==> src/rtl/dmem_pkg.sv <==
// Shared definitions for the data-cache controller: access codes, FSM states, line geometry.
// Latency: n/a (package only).
// Backpressure: n/a (package only).
package dmem_pkg;

  // READ_WRITE access codes; anything not listed behaves as idle
  localparam logic [3:0] RW_IDLE = 4'b0000;
  localparam logic [3:0] RW_LB   = 4'b1000;
  localparam logic [3:0] RW_LH   = 4'b1001;
  localparam logic [3:0] RW_LW   = 4'b1010;
  localparam logic [3:0] RW_LBU  = 4'b1100;
  localparam logic [3:0] RW_LHU  = 4'b1101;
  localparam logic [3:0] RW_SB   = 4'b0001;
  localparam logic [3:0] RW_SH   = 4'b0010;
  localparam logic [3:0] RW_SW   = 4'b0011;

  localparam int LINE_WORDS = 4;
  localparam int LINE_BITS  = 128;

  typedef enum logic [1:0] {
    ST_IDLE      = 2'd0,
    ST_WRITEBACK = 2'd1,
    ST_ALLOCATE  = 2'd2,
    ST_FILL      = 2'd3
  } state_t;

  function automatic logic is_load(input logic [3:0] code);
    case (code)
      RW_LB, RW_LH, RW_LW, RW_LBU, RW_LHU: return 1'b1;
      default:                             return 1'b0;
    endcase
  endfunction

  function automatic logic is_store(input logic [3:0] code);
    case (code)
      RW_SB, RW_SH, RW_SW: return 1'b1;
      default:             return 1'b0;
    endcase
  endfunction

endpackage

==> src/rtl/load_store_align.sv <==
// Byte/halfword lane steering: extends loads, merges stores, flags misalignment.
// Latency: purely combinational, zero cycles.
// Backpressure: none; output follows inputs. Ports: rw_code/offset/line_word/store_data in; load_data/merged_word/misaligned out.
module load_store_align
  import dmem_pkg::*;
(
  input  logic [3:0]  rw_code,
  input  logic [1:0]  offset,
  input  logic [31:0] line_word,
  input  logic [31:0] store_data,
  output logic [31:0] load_data,
  output logic [31:0] merged_word,
  output logic        misaligned
);

  logic [7:0]  sel_byte;
  logic [15:0] sel_half;

  always_comb begin
    sel_byte = line_word[7:0];
    case (offset)
      2'd0:    sel_byte = line_word[7:0];
      2'd1:    sel_byte = line_word[15:8];
      2'd2:    sel_byte = line_word[23:16];
      default: sel_byte = line_word[31:24];
    endcase
  end

  // offset[0] is ignored here; a halfword with offset[0]=1 is flagged misaligned
  assign sel_half = offset[1] ? line_word[31:16] : line_word[15:0];

  always_comb begin
    misaligned  = 1'b0;
    load_data   = '0;
    merged_word = line_word;
    case (rw_code)
      RW_LB:  load_data = {{24{sel_byte[7]}}, sel_byte};
      RW_LBU: load_data = {24'b0, sel_byte};
      RW_LH: begin
        misaligned = offset[0];
        load_data  = {{16{sel_half[15]}}, sel_half};
      end
      RW_LHU: begin
        misaligned = offset[0];
        load_data  = {16'b0, sel_half};
      end
      RW_LW: begin
        misaligned = |offset;
        load_data  = line_word;
      end
      RW_SB: merged_word[{offset, 3'b000} +: 8] = store_data[7:0];
      RW_SH: begin
        misaligned = offset[0];
        merged_word[{offset[1], 4'b0000} +: 16] = store_data[15:0];
      end
      RW_SW: begin
        misaligned  = |offset;
        merged_word = store_data;
      end
      default: ;
    endcase
  end

endmodule

==> src/rtl/dcache_ctrl.sv <==
// Direct-mapped write-back write-allocate data cache with 4-word lines; ports: CPU side ADDRESS/WRITE_DATA/READ_WRITE -> READ_DATA/BUSYWAIT/MISALIGNED, memory side MEM_* line interface.
// Latency: hits complete in the request cycle; clean miss = 1 + mem cycles + 1, dirty miss adds the writeback cycles.
// Backpressure: BUSYWAIT freezes the pipeline during a miss; MEM_BUSYWAIT stretches WRITEBACK/ALLOCATE until it drops.
module dcache_ctrl
  import dmem_pkg::*;
#(
  parameter int INDEX_BITS = 3
)
(
  input  logic                 CLK,
  input  logic                 RESET,
  input  logic [31:0]          ADDRESS,
  input  logic [31:0]          WRITE_DATA,
  input  logic [3:0]           READ_WRITE,
  output logic [31:0]          READ_DATA,
  output logic                 BUSYWAIT,
  output logic                 MISALIGNED,
  output logic                 MEM_READ,
  output logic                 MEM_WRITE,
  output logic [27:0]          MEM_ADDRESS,
  output logic [LINE_BITS-1:0] MEM_WRITEDATA,
  input  logic [LINE_BITS-1:0] MEM_READDATA,
  input  logic                 MEM_BUSYWAIT
);

  localparam int LINES    = 1 << INDEX_BITS;
  localparam int TAG_BITS = 28 - INDEX_BITS;
  localparam int WSEL     = $clog2(LINE_WORDS);

  logic [1:0]            offset;
  logic [WSEL-1:0]       word_sel;
  logic [INDEX_BITS-1:0] idx;
  logic [TAG_BITS-1:0]   tag;

  assign offset   = ADDRESS[1:0];
  assign word_sel = ADDRESS[3:2];
  assign idx      = ADDRESS[3+INDEX_BITS:4];
  assign tag      = ADDRESS[31:4+INDEX_BITS];

  logic [LINE_BITS-1:0] data_arr [LINES];
  logic [TAG_BITS-1:0]  tag_arr  [LINES];
  logic [LINES-1:0]     valid_arr;
  logic [LINES-1:0]     dirty_arr;
  logic [LINE_BITS-1:0] fill_buf;

  state_t state, state_nxt;

  logic [31:0] cur_word, ld_word, st_word;
  logic        mis, access, hit, store_hit;

  assign cur_word = data_arr[idx][{word_sel, 5'b00000} +: 32];

  load_store_align u_align (
    .rw_code     (READ_WRITE),
    .offset      (offset),
    .line_word   (cur_word),
    .store_data  (WRITE_DATA),
    .load_data   (ld_word),
    .merged_word (st_word),
    .misaligned  (mis)
  );

  // misaligned accesses are dropped entirely: no lookup, no stall
  assign access    = (is_load(READ_WRITE) | is_store(READ_WRITE)) & ~mis;
  assign hit       = valid_arr[idx] && (tag_arr[idx] == tag);
  assign store_hit = (state == ST_IDLE) && is_store(READ_WRITE) && !mis && hit;

  assign MISALIGNED    = mis;
  assign READ_DATA     = ((state == ST_IDLE) && is_load(READ_WRITE) && !mis && hit) ? ld_word : 32'd0;
  assign MEM_WRITEDATA = data_arr[idx];

  always_ff @(posedge CLK) begin
    if (RESET) begin
      state     <= ST_IDLE;
      valid_arr <= '0;
      dirty_arr <= '0;
    end else begin
      state <= state_nxt;
      if (store_hit) dirty_arr[idx] <= 1'b1;
      if (state == ST_FILL) begin
        valid_arr[idx] <= 1'b1;
        dirty_arr[idx] <= 1'b0;
      end
    end
  end

  // Line storage carries no reset; validity alone gates its use
  always_ff @(posedge CLK) begin
    if (state == ST_ALLOCATE && !MEM_BUSYWAIT) fill_buf <= MEM_READDATA;
    if (store_hit) data_arr[idx][{word_sel, 5'b00000} +: 32] <= st_word;
    if (state == ST_FILL) begin
      data_arr[idx] <= fill_buf;
      tag_arr[idx]  <= tag;
    end
  end

  always_comb begin
    state_nxt   = state;
    BUSYWAIT    = 1'b0;
    MEM_READ    = 1'b0;
    MEM_WRITE   = 1'b0;
    MEM_ADDRESS = ADDRESS[31:4];
    case (state)
      ST_IDLE: begin
        if (access && !hit) begin
          BUSYWAIT  = 1'b1;
          state_nxt = dirty_arr[idx] ? ST_WRITEBACK : ST_ALLOCATE;
        end
      end
      ST_WRITEBACK: begin
        BUSYWAIT    = 1'b1;
        MEM_WRITE   = 1'b1;
        MEM_ADDRESS = {tag_arr[idx], idx};
        if (!MEM_BUSYWAIT) state_nxt = ST_ALLOCATE;
      end
      ST_ALLOCATE: begin
        BUSYWAIT = 1'b1;
        MEM_READ = 1'b1;
        if (!MEM_BUSYWAIT) state_nxt = ST_FILL;
      end
      ST_FILL: begin
        // the stalled access replays as a hit in IDLE on the next cycle
        BUSYWAIT  = 1'b1;
        state_nxt = ST_IDLE;
      end
      default: state_nxt = ST_IDLE;
    endcase
  end

endmodule
==> config.mk <==
export PLATFORM = sky130hd
export DESIGN_NAME = dcache_ctrl
export DESIGN_NICKNAME = d
export VERILOG_FILES = /design/src/rtl/dmem_pkg.sv /design/src/rtl/load_store_align.sv /design/src/rtl/dcache_ctrl.sv
export SDC_FILE = /design/constraint.sdc
export NUM_CORES = 1
export LEC_CHECK = 0
export ABC_AREA = 1
export CORE_MARGIN = 10
export CORE_UTILIZATION = 40
export CTS_CLUSTER_DIAMETER = 80
export CTS_CLUSTER_SIZE = 8
export DETAILED_ROUTE_END_ITERATION = 7
export SYNTH_ARGS = -nofsm -noshare
export SYNTH_HDL_FRONTEND = slang
export SYNTH_HIERARCHICAL = 1
export SYNTH_SLANG_ARGS = --single-unit
==> constraint.sdc <==
create_clock -name CLK -period 13.95 [get_ports CLK]
set_input_delay 2.79 -clock CLK [delete_from_list [all_inputs] [get_ports CLK]]
set_output_delay 2.79 -clock CLK [all_outputs]
set_load 0.01 [all_outputs]
## After elaboration in Yosys (flattened, before gate mapping)

Memories as Yosys holds them, arrays and structs flattened.
Cells that the tools add are included.

- Reductions and logical operators: 22
- Shift operators: 7
- Add/sub/neg operators: 3
- Mux-type cells: 161
- Magnitude comparators: 2
- Bitwise gates (word level): 135
- Equality and inequality tests: 17

Operators by type and width:

| cell | number |
|---|---|
| 32-bit case mux with 5 select lines | 1 |
| 1-bit 2-to-1 mux | 139 |
| 1-bit bitwise OR | 129 |
| 128-bit 2-to-1 mux | 1 |
| 32-bit by 9-bit variable shift with 128-bit output (first input constant) | 1 |
| 128-bit by 8-bit variable part select with 32-bit output | 1 |
| 32-bit by 9-bit variable part select with 128-bit output | 1 |
| 32-bit case mux with 3 select lines | 1 |
| 32-bit bitwise mux | 2 |
| 32-bit 2-to-1 mux | 1 |
| 16-bit by 7-bit variable shift with 32-bit output (first input constant) | 1 |
| 8-bit by 7-bit variable shift with 32-bit output (first input constant) | 1 |
| 16-bit by 7-bit variable part select with 32-bit output | 1 |
| 8-bit by 7-bit variable part select with 32-bit output | 1 |
| 28-bit 2-to-1 mux | 1 |
| 25-bit == test | 1 |
| 8-bit 2-to-1 mux | 3 |
| 8-bit case mux with 3 select lines | 1 |
| 4-bit == test (second input constant) | 5 |
| 16-bit 2-to-1 mux | 1 |
| 8-bit bitwise OR | 2 |
| 5-bit negation with 7-bit output | 2 |
| 1-bit logical AND | 10 |
| 7-bit negation with 9-bit output | 1 |
| other kinds (23) | 39 |

- Memory bits (writable): 1224
- Memories kept: 2
- Output and inout port bits: 192
- Input port bits: 199
- Word-level logic and storage cells: 353
- Flip-flop bits (word level): 146

Memories:

| name | depth | width | read ports | clocked after Yosys merged registers in | write ports | RTL line | text |
|---|---|---|---|---|---|---|---|
| data_arr | 8 | 128 | 1 | 0 | 1 | dcache_ctrl.sv:40 | `logic [LINE_BITS-1:0] data_arr [LINES];` |
| tag_arr | 8 | 25 | 1 | 0 | 1 | dcache_ctrl.sv:41 | `logic [TAG_BITS-1:0] tag_arr [LINES];` |

## Longest topological paths before layout

- Depth in word-level cells: 10
- Gate-level depth with buffers: 23

## Cells and area by module

Netlist, hierarchy kept.

By module, submodules not included:

| module | area each (µm²) | cells each | instances |
|---|---|---|---|
| dcache_ctrl | 53656.5 | 3891 | 1 |
| load_store_align | 3006.6 | 731 | 1 |

## Least setup slack after synthesis

OpenSTA, ideal clock, no wires.

- Path type: input-to-reg
- From: input MEM_BUSYWAIT
- To: register fill_buf[0] (enable)
- Stages on the path: 1
- Setup slack: 5.257 ns
- Arrival: 8.075 ns
- Library setup time: 0.618 ns
- Cell sequence: nor2_1

- Longest elaborated chain between the ends: 2

Ends and longest elaborated chain:

| item | RTL line | text |
|---|---|---|
| start, declared | dcache_ctrl.sv:23 | `input logic MEM_BUSYWAIT` |
| 1-bit zero test | -- |  |
| 1-bit logical AND | dcache_ctrl.sv:89 | `if (state == ST_ALLOCATE && !MEM_BUSYWAIT) fill_buf <= MEM_READDATA;` |
| end signal, assigned | dcache_ctrl.sv:89 |  |
| end, declared | dcache_ctrl.sv:44 | `logic [LINE_BITS-1:0] fill_buf;` |

Every way passes these cells.
A chain may end at the register's enable or synchronous reset.

## Final worst setup path

- From: input ADDRESS[5]
- To: output READ_DATA[26]

RTL lines:

| item | RTL line | text |
|---|---|---|
| start, declared | dcache_ctrl.sv:12 | `input logic [31:0] ADDRESS,` |
| memory read 8 x 128 bit | -- |  |
| 128-bit by 8-bit variable part select with 32-bit output | dcache_ctrl.sv:51 | `assign cur_word = data_arr[idx][{word_sel, 5'b00000} +: 32];` |
| via cur_word[26] | dcache_ctrl.sv:48 | `logic [31:0] cur_word, ld_word, st_word;` |
| 32-bit case mux with 5 select lines | load_store_align.sv:36 | `case (rw_code)` |
| via ld_word[26] | dcache_ctrl.sv:48 |  |
| 32-bit 2-to-1 mux | dcache_ctrl.sv:69 | `assign READ_DATA = ((state == ST_IDLE) && is_load(READ_WRITE) && !mis && hit) ? ld_word : 32'd0;` |
| end, declared | dcache_ctrl.sv:15 | `output logic [31:0] READ_DATA,` |

The timed path passes the listed nets, and every way through them passes these cells. The select of a mux whose other input is x is not followed.

==> run metrics <==
max_cap viols=0; Clock Latency Late Sink=0.82 ns; Vias=between 40k and 50k; GRT Util Overall=between 20 and 30%; WP data arrival=around 9 ns; number of remaining DRC errors=0; Net Sw Frac=between 20% and 30%; Final GP Congestion=0.937; CORE AREA=roughly 140000 µm²; Final Skew=about 0.044 ns; flops & latches, synth=1370; IO Port Bufs=390; Final Hold Violating Endpoints=0; clock-pin slew on the worst setup and hold paths=0.04 ns; asr flop ratio synth=0%; Post-synth EDFFs=~1.4k; CTS buffer count=190; Slew Limit Fails=0; sw power=2.71 mW; vias in the first global route=38.2k; number of nets in the layout=around 5.3k; DIE AREA=157000 µm²; hold_buf cts=0; Crit path buffers/inverters=7; Synth area leader=edfxtp_1; delay-heaviest family, CP=buffers and inverters; CTS H-tree depth=4; boundary pin count=between 300 and 400; critical path class=in2out; Most used DFF post-synth=edfxtp_1; Slew HR=8.82%; worst vdd ir=0.119 mV; post-CTS sizing=0; RSZ-0062 raised after global routing=no; Synth Area in Compound Gates=9.97%; Worst Setup SP=ADDRESS[5]; largest net degree at the start of global routing=around 130; critical path cell sequence=clkdlybuf4s50_1, nor2_4, nand2_1, inv_4, buf_4, a221oi_1, nand2_1, o21ai_0, o22ai_1, inv_1, o21ai_0, inv_1, nand2_1, inv_1, nor2_1, clkdlybuf4s50_1; xor/xnor share of the synthesized area=0%; top cell type's share of synthesized area=71.6%; P per Cell Area=151 nW/µm²; Initial Util=about two fifths; final core occ=48.4%; CP max stage delay=0.73 ns; Synth Area in Simple Gates=about an eighth; Int Pwr=7.61 mW; setup_tns=0 ns; status=complete, no violations; Fin Hold WS=0.448 ns; largest family of logic cells by synthesized area=simple AND/OR/NAND/NOR gates; FP Rows=between 100 and 150; hold path depth=2; clock power share=40.0%; number of distinct library cells after synthesis=40; Die Ht=396 µm; drt initial violations=4984; Setup Viol. Count Final=0; DIE WIDTH=396 µm; final WL=208 mm; Worst path slowest cell=nor2_4; static leakage=24.5 nW; antenna-violating nets left=0; nature of the critical path endpoint=primary output; adder-cell area share of the yosys netlist=0.353%; Via density=5.77; Layout area overhead=20.4%; first-pass iteration count of the detailed router=5; HPWL after detailed placement=137 mm; CP required=11.16 ns; Overflow after GRT=0; Syn Area/Cell=12.3 µm²; Post-CTS Setup Bufs=0; Cell Area, Synth=56700 µm²; antenna violations before repair=6; first-pass GRT wire length=289 mm; syn nets=4837; Comb pwr share=a little over an eighth; critical path launch point type=input port; Seq/Total Area, Yosys=a little over 70%; Root Driver=clkbuf_16; sequential share of power=46.9%; Reg2Reg Depth=15; Fmax=roughly 0.084 GHz; Synth warnings=6; largest cells by area after synthesis=edfxtp_1, nand2_1, a221oi_1, inv_1, a22o_1; Tightest Pin Transition=~1.4 ns; Cells after Synth=~4.6k; clk buf depth=3; WL per Instance=29.8 µm; fin crit share=between 80% and 90%; worst r2r src=data_arr[2][11]$_DFFE_PP_; CP max FO=40; CTS tree=yes; PnR Total Power=10.3 mW; CTS sink count=approximately 1.4k; share of layout cells above drive strength 1=7.63%; Period minus WS final=11.93 ns; min-delay worst type=reg2reg; multiplexer share of the synthesized area=0%; Crit path depth=16
[sequential cells by signal, summed over array words and instances, names as in the netlist, named ones only]
| signal | count |
|---|---|
| state | 2 |
| fill_buf | 128 |
| valid_arr | 8 |
| data_arr | 1024 |
| tag_arr | 200 |
[cells by family after synthesis]
group,Yosys count
compound gates,801
fa+ha+maj,16
buf+inv,668
flops,1370
simple gates,1767
[layout make-up]
type | instances | area (µm²)
Clock inverter | 14 | 267
Clock buffer | 212 | 4910
Inverter | 406 | 1530
Multi-Input combinational cell | 2584 | 13500
Sequential cell | 1370 | 41000
Fill cell | 12500 | 72800
Timing Repair Buffer | 486 | 4680
Antenna cell | 4 | 10.0
Tap cell | 1890 | 2360
[worst min-delay path, cell delays in order, from the launching register on]
cell and delay (ns):
dfxtp_1 0.30, inv_1 0.05, a21oi_1 0.05
[layer usage]
layer	global-route usage, %	vias up	wire length (µm)
li1	-	17400	-
met1	32.2	20000	77700
met2	39.0	2424	93500
met3	8.68	407	24800
met4	12.9	4	11700
met5	0.462	-	115
[per-stage QoR]
| stage | instances | instance area (µm²) | setup slack [ns] |
|---|---|---|---|
| after floorplan | 4622 | 56700 | 5.26 |
| final | 6966 | 68200 | 2.02 |
| after global placement | 6736 | 63000 | 2.18 |
| after CTS | 6962 | 68200 | 2.02 |
| after detailed placement | 6736 | 63000 | 2.02 |
| after global routing | 6963 | 68200 | 1.65 |
[Yosys cell counts, drive strengths merged, types with 2 or more instances]
| cell | number |
|---|---|
| o211ai | 2 |
| clkbuf | 140 |
| a22oi | 85 |
| dfxtp | 18 |
| nand2 | 1077 |
| a22o | 167 |
| nor2 | 396 |
| a21oi | 58 |
| buf | 122 |
| o221ai | 2 |
| nand3 | 213 |
| nand4 | 73 |
| inv | 405 |
| o21a | 2 |
| o22ai | 32 |
| edfxtp | 1352 |
| o2bb2ai | 9 |
| a221oi | 184 |
| o21bai | 6 |
| nor3 | 5 |
| ha | 16 |
| or2 | 2 |
| o21ai | 252 |
[path summary, 6_finish.rpt]
path / endpoint / slack [ns]
worst max register to register: data_arr[4][43]$_DFFE_PP_ / 9.33
worst min register to register: flop / 0.45
worst min-delay path: flop / 0.45
worst max-delay path: READ_DATA[26] / 2.02
[layout by cell type, fill, tap and decap left out, types with 26 or more instances in the layout]
master,count
edfxtp_1,1352
inv_1,393
a21oi_1,26
a21oi_4,32
a22oi_1,85
clkdlybuf4s50_1,387
nand4_1,69
o21ai_0,238
a22o_1,167
nand3_1,211
buf_4,93
a221oi_1,184
nand2_1,1073
nor2_1,374
o22ai_1,32
clkbuf_16,193
[power groups by stage]
stage                     clock network, mW  registers (mW)  logic [mW]
after floorplan                           0            4.91       0.598
after global placement                    0            4.91        1.32
after detailed placement                  0            4.91        1.33
after CTS                              4.17            4.84        1.34
after global routing                   4.34            4.84        1.43
final                                  4.13            4.84        1.36
No activity file was read; power rests on OpenSTA's default activity.
